--- config.mk ---
export PLATFORM = sky130hd
export DESIGN_NAME = ifu_cache_sa
export DESIGN_NICKNAME = d
export VERILOG_FILES = /design/src/rtl/ifu_cache_sa.sv
export SDC_FILE = /design/constraint.sdc
export NUM_CORES = 2
export LEC_CHECK = 0
export ABC_AREA = 1
export ABC_CLOCK_PERIOD_IN_PS = 27300
export CAP_MARGIN = 20
export CELL_PAD_IN_SITES_DETAIL_PLACEMENT = 2
export CELL_PAD_IN_SITES_GLOBAL_PLACEMENT = 2
export CORE_ASPECT_RATIO = 0.7
export CORE_MARGIN = 4
export CORE_UTILIZATION = 35
export CTS_CLUSTER_SIZE = 8
export DETAILED_ROUTE_END_ITERATION = 12
export GPL_ROUTABILITY_DRIVEN = 0
export PLACE_DENSITY_LB_ADDON = 0.1
export SYNTH_ARGS = -nofsm -noshare
export SYNTH_HDL_FRONTEND = slang
export SYNTH_SLANG_ARGS = --single-unit
--- constraint.sdc ---
create_clock -name Clock -period 27.3 [get_ports Clock]
set_input_delay 4.095 -clock Clock [delete_from_list [all_inputs] [get_ports Clock]]
set_output_delay 4.095 -clock Clock [all_outputs]
set_load 0.02 [all_outputs]
--- src/rtl/ifu_cache_sa.sv ---
`timescale 1ns/1ps
// ifu_cache_sa: N-way set-associative instruction cache with per-set tree-PLRU
// replacement. One outstanding request; hits answer in one cycle, misses
// go through a mem-side request/refill handshake.
// Optional feature macro: IFU_CACHE_FLUSH_EN (adds flushIn, invalidates all lines).
module ifu_cache_sa #(
    parameter int ADDR_WIDTH = 32,
    parameter int LINE_WIDTH = 128,
    parameter int NUM_SETS   = 4,
    parameter int NUM_WAYS   = 4,
    localparam int OFFSET_WIDTH = $clog2(LINE_WIDTH / 8),
    localparam int LADDR_WIDTH  = ADDR_WIDTH - OFFSET_WIDTH
) (
    input  logic                   Clock,
    input  logic                   Rst_n,
`ifdef IFU_CACHE_FLUSH_EN
    input  logic                   flushIn,
`endif
    input  logic                   cpu_reqValidIn,
    input  logic [ADDR_WIDTH-1:0]  cpu_reqAddrIn,
    output logic                   cpu_reqReadyOut,
    output logic                   cpu_rspValidOut,
    output logic [ADDR_WIDTH-1:0]  cpu_rspAddrOut,
    output logic [LINE_WIDTH-1:0]  cpu_rspInsLineOut,
    output logic                   mem_reqValidOut,
    output logic [LADDR_WIDTH-1:0] mem_reqTagOut,
    input  logic                   mem_reqReadyIn,
    input  logic                   mem_rspValidIn,
    input  logic [LADDR_WIDTH-1:0] mem_rspTagIn,
    input  logic [LINE_WIDTH-1:0]  mem_rspInsLineIn,
    output logic                   hitStatusOut,
    output logic [NUM_WAYS-2:0]    plruTreeOut
);

    localparam int SET_WIDTH = $clog2(NUM_SETS);
    localparam int TAG_WIDTH = ADDR_WIDTH - OFFSET_WIDTH - SET_WIDTH;
    localparam int SIDX_W    = (SET_WIDTH > 0) ? SET_WIDTH : 1;
    localparam int WAY_W     = $clog2(NUM_WAYS);
    localparam int TREE_W    = NUM_WAYS - 1;

    typedef enum logic [1:0] {IDLE, MISS_REQ, MISS_WAIT, FILL} state_t;

    state_t state, state_next;

    logic [TAG_WIDTH-1:0]  tag_q   [NUM_SETS][NUM_WAYS];
    logic [LINE_WIDTH-1:0] data_q  [NUM_SETS][NUM_WAYS];
    logic [NUM_WAYS-1:0]   valid_q [NUM_SETS];
    logic [TREE_W-1:0]     plru_q  [NUM_SETS];

    logic [ADDR_WIDTH-1:0] req_addr;
    logic [LINE_WIDTH-1:0] fill_line;
    logic                  flush_pend;
    logic                  flush_req;

    logic                  rsp_valid;
    logic [ADDR_WIDTH-1:0] rsp_addr;
    logic [LINE_WIDTH-1:0] rsp_line;
    logic                  hit_status;
    logic [TREE_W-1:0]     plru_out;

    logic [SIDX_W-1:0]     lk_set;
    logic [TAG_WIDTH-1:0]  lk_tag;
    logic                  lk_match;
    logic [WAY_W-1:0]      lk_way;
    logic                  lookup_hit;
    logic                  accept;
    logic                  mem_req_valid;

    logic [SIDX_W-1:0]     req_set;
    logic [WAY_W-1:0]      vic_way;
    logic                  vic_found;
    logic                  rsp_match;

    function automatic logic [SIDX_W-1:0] set_of(input logic [ADDR_WIDTH-1:0] a);
        logic [LADDR_WIDTH-1:0] la;
        la = a[ADDR_WIDTH-1:OFFSET_WIDTH];
        return (SET_WIDTH == 0) ? '0 : la[SIDX_W-1:0];
    endfunction

    function automatic logic [TAG_WIDTH-1:0] tag_of(input logic [ADDR_WIDTH-1:0] a);
        return a[ADDR_WIDTH-1 -: TAG_WIDTH];
    endfunction

    // Every node on the path to the accessed way is turned to point away from it.
    function automatic logic [TREE_W-1:0] plru_update(input logic [TREE_W-1:0] tree,
                                                      input logic [WAY_W-1:0]  way);
        logic [TREE_W-1:0] t;
        logic              dir;
        int                node;
        t    = tree;
        node = 0;
        for (int l = 0; l < WAY_W; l++) begin
            dir     = way[WAY_W-1-l];
            t[node] = ~dir;
            node    = 2 * node + 1 + int'(dir);
        end
        return t;
    endfunction

    // Following the bits from the root leads to the pseudo-least-recently-used way.
    function automatic logic [WAY_W-1:0] plru_victim(input logic [TREE_W-1:0] tree);
        logic [WAY_W-1:0] w;
        logic             dir;
        int               node;
        w    = '0;
        node = 0;
        for (int l = 0; l < WAY_W; l++) begin
            dir            = tree[node];
            w[WAY_W-1-l]   = dir;
            node           = 2 * node + 1 + int'(dir);
        end
        return w;
    endfunction

`ifdef IFU_CACHE_FLUSH_EN
    assign flush_req = flushIn;
`else
    assign flush_req = 1'b0;
`endif

    assign req_set   = set_of(req_addr);
    assign rsp_match = (mem_rspTagIn == req_addr[ADDR_WIDTH-1:OFFSET_WIDTH]);

    // Tag compare across all ways of the set addressed by the incoming request.
    always_comb begin
        lk_set   = set_of(cpu_reqAddrIn);
        lk_tag   = tag_of(cpu_reqAddrIn);
        lk_match = 1'b0;
        lk_way   = '0;
        for (int w = 0; w < NUM_WAYS; w++) begin
            if (valid_q[lk_set][w] && (tag_q[lk_set][w] == lk_tag)) begin
                lk_match = 1'b1;
                lk_way   = WAY_W'(w);
            end
        end
    end

    // Victim for the pending miss: lowest invalid way first, else the PLRU way.
    always_comb begin
        vic_way   = plru_victim(plru_q[req_set]);
        vic_found = 1'b0;
        for (int w = 0; w < NUM_WAYS; w++) begin
            if (!valid_q[req_set][w] && !vic_found) begin
                vic_way   = WAY_W'(w);
                vic_found = 1'b1;
            end
        end
    end

    // Next-state and handshake decode; a flush in the accept cycle forces a miss.
    always_comb begin
        state_next    = state;
        accept        = 1'b0;
        lookup_hit    = lk_match && !flush_req;
        mem_req_valid = 1'b0;
        case (state)
            IDLE: begin
                if (cpu_reqValidIn) begin
                    accept = 1'b1;
                    if (!lookup_hit) begin
                        state_next = MISS_REQ;
                    end
                end
            end
            MISS_REQ: begin
                mem_req_valid = 1'b1;
                if (mem_reqReadyIn) begin
                    state_next = MISS_WAIT;
                end
            end
            MISS_WAIT: begin
                if (mem_rspValidIn && rsp_match) begin
                    state_next = FILL;
                end
            end
            FILL: begin
                state_next = IDLE;
            end
            default: state_next = IDLE;
        endcase
    end

    // State register.
    always_ff @(posedge Clock or negedge Rst_n) begin
        if (!Rst_n) begin
            state <= IDLE;
        end else begin
            state <= state_next;
        end
    end

    // Control, response, valid and PLRU state; reset invalidates every line.
    always_ff @(posedge Clock or negedge Rst_n) begin
        if (!Rst_n) begin
            req_addr   <= '0;
            fill_line  <= '0;
            flush_pend <= 1'b0;
            rsp_valid  <= 1'b0;
            rsp_addr   <= '0;
            rsp_line   <= '0;
            hit_status <= 1'b0;
            plru_out   <= '0;
            for (int s = 0; s < NUM_SETS; s++) begin
                valid_q[s] <= '0;
                plru_q[s]  <= '0;
            end
        end else begin
            rsp_valid <= 1'b0;
            case (state)
                IDLE: begin
                    if (accept) begin
                        req_addr   <= cpu_reqAddrIn;
                        hit_status <= lookup_hit;
                        if (lookup_hit) begin
                            rsp_valid      <= 1'b1;
                            rsp_addr       <= cpu_reqAddrIn;
                            rsp_line       <= data_q[lk_set][lk_way];
                            plru_q[lk_set] <= plru_update(plru_q[lk_set], lk_way);
                            plru_out       <= plru_update(plru_q[lk_set], lk_way);
                        end
                    end
                    if (flush_req) begin
                        for (int s = 0; s < NUM_SETS; s++) begin
                            valid_q[s] <= '0;
                            plru_q[s]  <= '0;
                        end
                    end
                end
                MISS_REQ: begin
                    if (flush_req) begin
                        flush_pend <= 1'b1;
                    end
                end
                MISS_WAIT: begin
                    if (flush_req) begin
                        flush_pend <= 1'b1;
                    end
                    if (mem_rspValidIn && rsp_match) begin
                        fill_line <= mem_rspInsLineIn;
                    end
                end
                FILL: begin
                    valid_q[req_set][vic_way] <= 1'b1;
                    plru_q[req_set]           <= plru_update(plru_q[req_set], vic_way);
                    plru_out                  <= plru_update(plru_q[req_set], vic_way);
                    rsp_valid                 <= 1'b1;
                    rsp_addr                  <= req_addr;
                    rsp_line                  <= fill_line;
                    flush_pend                <= 1'b0;
                    if (flush_pend || flush_req) begin
                        for (int s = 0; s < NUM_SETS; s++) begin
                            valid_q[s] <= '0;
                            plru_q[s]  <= '0;
                        end
                    end
                end
                default: ;
            endcase
        end
    end

    // Tag and data storage are written only by a refill; contents are qualified by valid.
    always_ff @(posedge Clock) begin
        if (state == FILL) begin
            tag_q[req_set][vic_way]  <= tag_of(req_addr);
            data_q[req_set][vic_way] <= fill_line;
        end
    end

    assign cpu_reqReadyOut   = (state == IDLE);
    assign cpu_rspValidOut   = rsp_valid;
    assign cpu_rspAddrOut    = rsp_addr;
    assign cpu_rspInsLineOut = rsp_line;
    assign mem_reqValidOut   = mem_req_valid;
    assign mem_reqTagOut     = req_addr[ADDR_WIDTH-1:OFFSET_WIDTH];
    assign hitStatusOut      = hit_status;
    assign plruTreeOut       = plru_out;

endmodule
==> results.txt <==
----------------------------------------------------
[Clock tree]
  CTS Buf Count ... 394
  Clock input transition at the sequential cells of the worst setup and hold paths ... ~0.05 ns
  CTS root buffer ... clkbuf_16
  # H-tree levels ... 5
  Hold_buf cts ... 0
  Number of buffers inserted to repair setup after CTS ... 0
  Largest buffer count on any clock path ... 4
  Total of cells resized after clock tree synthesis ... 0
  Number of clock sinks ... about 2800
  Clock Latency Late Sink ... 0.91 ns
  Clock tree from TritonCTS ... built

[STA]
  Worst clock skew ... 0.0488 ns
  Slew at the pin with the worst max-slew slack ... 1.14 ns
  Final setup violating endpoints ... 0
  Achievable frequency ... around 97 MHz
  Unrepaired setup endpoints after global routing ... false
  Rel. slew slack ... 23.2%
  Final worst hold slack ... about 0.48 ns
  Count of final hold-check violations ... 0
  Total Neg Setup Slack ... 0 ns
  Clock period minus final worst setup slack ... a little over 10 ns
  Max Slew Vio Count ... 0
  Tcrit/Tclk final ... between 30% and 40%

[Cells and area]
  Final design instance area without fill ... ~130000 um^2
  Count of fill cells added during filler insertion ... approximately 32000
  Nets@finish ... approximately 9800
  Most common cell after layout, fill and taps aside ... nand2_1
  Area overhead of the layout relative to synthesis ... 17.8%
  Highest-count cells in the layout ignoring fill and taps ... nand2_1 (2867), edfxtp_1 (2464), nor2_1 (830), nand3_1 (793), clkbuf_16 (405)
  Share of cells above drive strength 1 ... 6.61%
  Core occupancy in the finished layout ... a little over two fifths

[Synthesis]
  Syn nets ... around 9400
  Seq/Total Area, Yosys ... around 74%
  Synthesized area per cell ... about 12 um^2
  Share of synthesized registers carrying an async set or reset ... about an eighth
  Most used DFF post-synth ... edfxtp_1
  Synthesized area ... between 100000 and 150000 um^2
  Number of warnings issued by yosys ... 0
  EDFF count, synth ... between 2000 and 2500
  Cell variety after synth ... 40
  Post-synthesis register bit count ... approximately 2800
  Gate count after technology mapping ... 9200

[Setup path]
  CP Data Required Time ... 28.06 ns
  Worst Reg2Reg Path Length in Cells ... 13
  Kind of start point of the critical path ... input port
  Nature of the critical path endpoint ... flop
  Worst Path Arrival ... 11.12 ns
  Top fanout value on the critical path ... ~90
  Classification of the worst setup path ... input port to flop

[Floorplan]
  Die Span X ... 686 um
  Starting density of the core ... between 30% and 40%
  Die footprint ... 331000 um^2
  Die height ... approximately 480 um
  Count of boundary I/O pins ... about 390
  Total number of placement rows ... between 150 and 200
  Area of the core ... about 320000 um^2

[Route]
  Detailed router's first-iteration violation count ... ~7000
  Vias after detailed routing ... roughly 80000
  Wirelength per Cell ... ~31 um
  Ratio of routed vias to standard cells ... 5.59
  DR DRC count ... 0
  Post-detailed-routing wire length ... about 440000 um
  DRT antenna net count ... 0
  DRT Pass-1 Iters ... 5

[Global route]
  Global-route total usage across every layer ... about 26%
  Total global routing overflow ... 0
  Number of antenna violations at the first check in global routing ... 22
  First-pass GRT wire length ... ~630000 um
  Vias in the first global route ... between 80000 and 90000
  Maximum number of pins on one net before global-route repair ... ~150

[Min path]
  WHS Path Cells ... 2
  Type of the worst min-delay path ... flop to flop

[Power and ir drop]
  Leak ... between 50 and 60 nW
  Max IR drop VDD ... roughly 0.000063 V
  Power per cell area ... about 94 nW/um^2

[Placement]
  Post-place instance area ... approximately 120000 um^2
  Count of buffers inserted at the top-level ports ... a little under 400
  Placed wire-length estimate after detailed placement ... 241000 um

[Status]
  Result of the run ... finished, final reports clean

[Job]
  Number of violations of the max-capacitance limit ... 0

----------------------------------------------------
-- metal layers --
layer  share of wire, %  routed length (um)  vias to the layer above  GRT usage [%]
met1                 47              207000                    42800           38.3
met5             0.0030                  13                        -              0
met3                5.3               23200                      554           3.16
li1                   -                   -                    33800              -
met2                 45              197000                     2343           40.9
met4                2.3                9950                        2           6.14
-- area by class of cell --
type	count	area, um^2	area share [%]
Multi-Input combinational cell	5667	26900	20.3
Antenna cell	4	10.0	0.00754
Tap cell	4287	5360	4.04
Timing Repair Buffer	565	5450	4.10
Sequential cell	2819	82900	62.5
Clock inverter	14	185	0.140
Clock buffer	706	11300	8.49
Inverter	149	588	0.443
-- synth_stat cells (31+ instances only) --
master	count	area (um^2)
dfrtp_1	355	8880
inv_1	143	537
nor3_1	92	460
a22oi_1	344	2580
a221oi_1	257	2250
a22o_1	256	2240
nand2_1	2873	10800
nand3_1	793	3970
nor2_1	848	3180
edfxtp_1	2464	74000
nand4_1	31	194
buf_1	35	131
clkbuf_1	374	1400
buf_2	96	480
buf_4	46	345
o21ai_0	96	480
-- critical path: stages --
cell     delay [ns]
buf_6          0.19
inv_6          0.61
buf_4          0.76
buf_4          0.76
nand2_1        0.12
nand2_1        0.10
nand2_1        0.07
nand2_1        0.12
nand2_1        0.06
nand2_1        0.10
nand3_1        0.07
nor2_1         0.12
nand3_1        0.11
inv_1          0.11
nand2_4        0.29
nand2_4        0.82
buf_4          0.86
buf_4          0.84
nor2_1         0.11
nand2_1        0.10
nand3_1        0.11
nand2_1        0.11
nand2_1        0.05
-- through the flow --
step                      setup WS, ns  total power, W  std cells
final                            16.94          0.0125      14200
after global routing             16.58          0.0131      14200
after CTS                        17.04          0.0126      14200
after detailed placement         16.04         0.00797      13500
after global placement           16.17         0.00791      13500
after floorplan                  18.16         0.00673       9200
-- state kept, by name, indices dropped and copies added (netlist names), 3 cells and up --
name / count
cpu_rspInsLineOut: 128
fill_line: 128
plruTreeOut: 3
valid_q: 16
req_addr: 32
cpu_rspAddrOut: 32
plru_q: 12
tag_q: 416
data_q: 2048
-- kinds of logic after synthesis --
logic type                 share of synthesized area [%]
buffers and inverters                               2.73
and+or+nand+nor                                     16.7
AOI/OAI and AO/OA                                   6.88
DFF                                                 73.6
adders and majority gates                         0.0444
xor gates and xnor gates                          0.0777
-- worst paths after layout --
check                                               from  slack [ns]                           endpoint
max in group asynchronous                          Rst_n       21.54          fill_line[60]$_DFFE_PN0P_
min                        cpu_rspAddrOut[0]$_DFFE_PN0P_        0.48      cpu_rspAddrOut[0]$_DFFE_PN0P_
max                                     cpu_reqAddrIn[4]       16.94  cpu_rspInsLineOut[52]$_DFFE_PN0P_
max reg2reg                      req_addr[4]$_DFFE_PN0P_       19.87           data_q[1][179]$_DFFE_PP_
min reg2reg                cpu_rspAddrOut[0]$_DFFE_PN0P_        0.48      cpu_rspAddrOut[0]$_DFFE_PN0P_
min in group asynchronous                          Rst_n        3.22            req_addr[1]$_DFFE_PN0P_
-- power breakdown --
part,switching (W),leakage (nW),internal [W]
clock network,0.00188,5.43,0.00276
registers,0.000232,29.9,0.00518
logic,0.00182,17.9,0.000655
No activity file was read; power rests on OpenSTA's default activity.
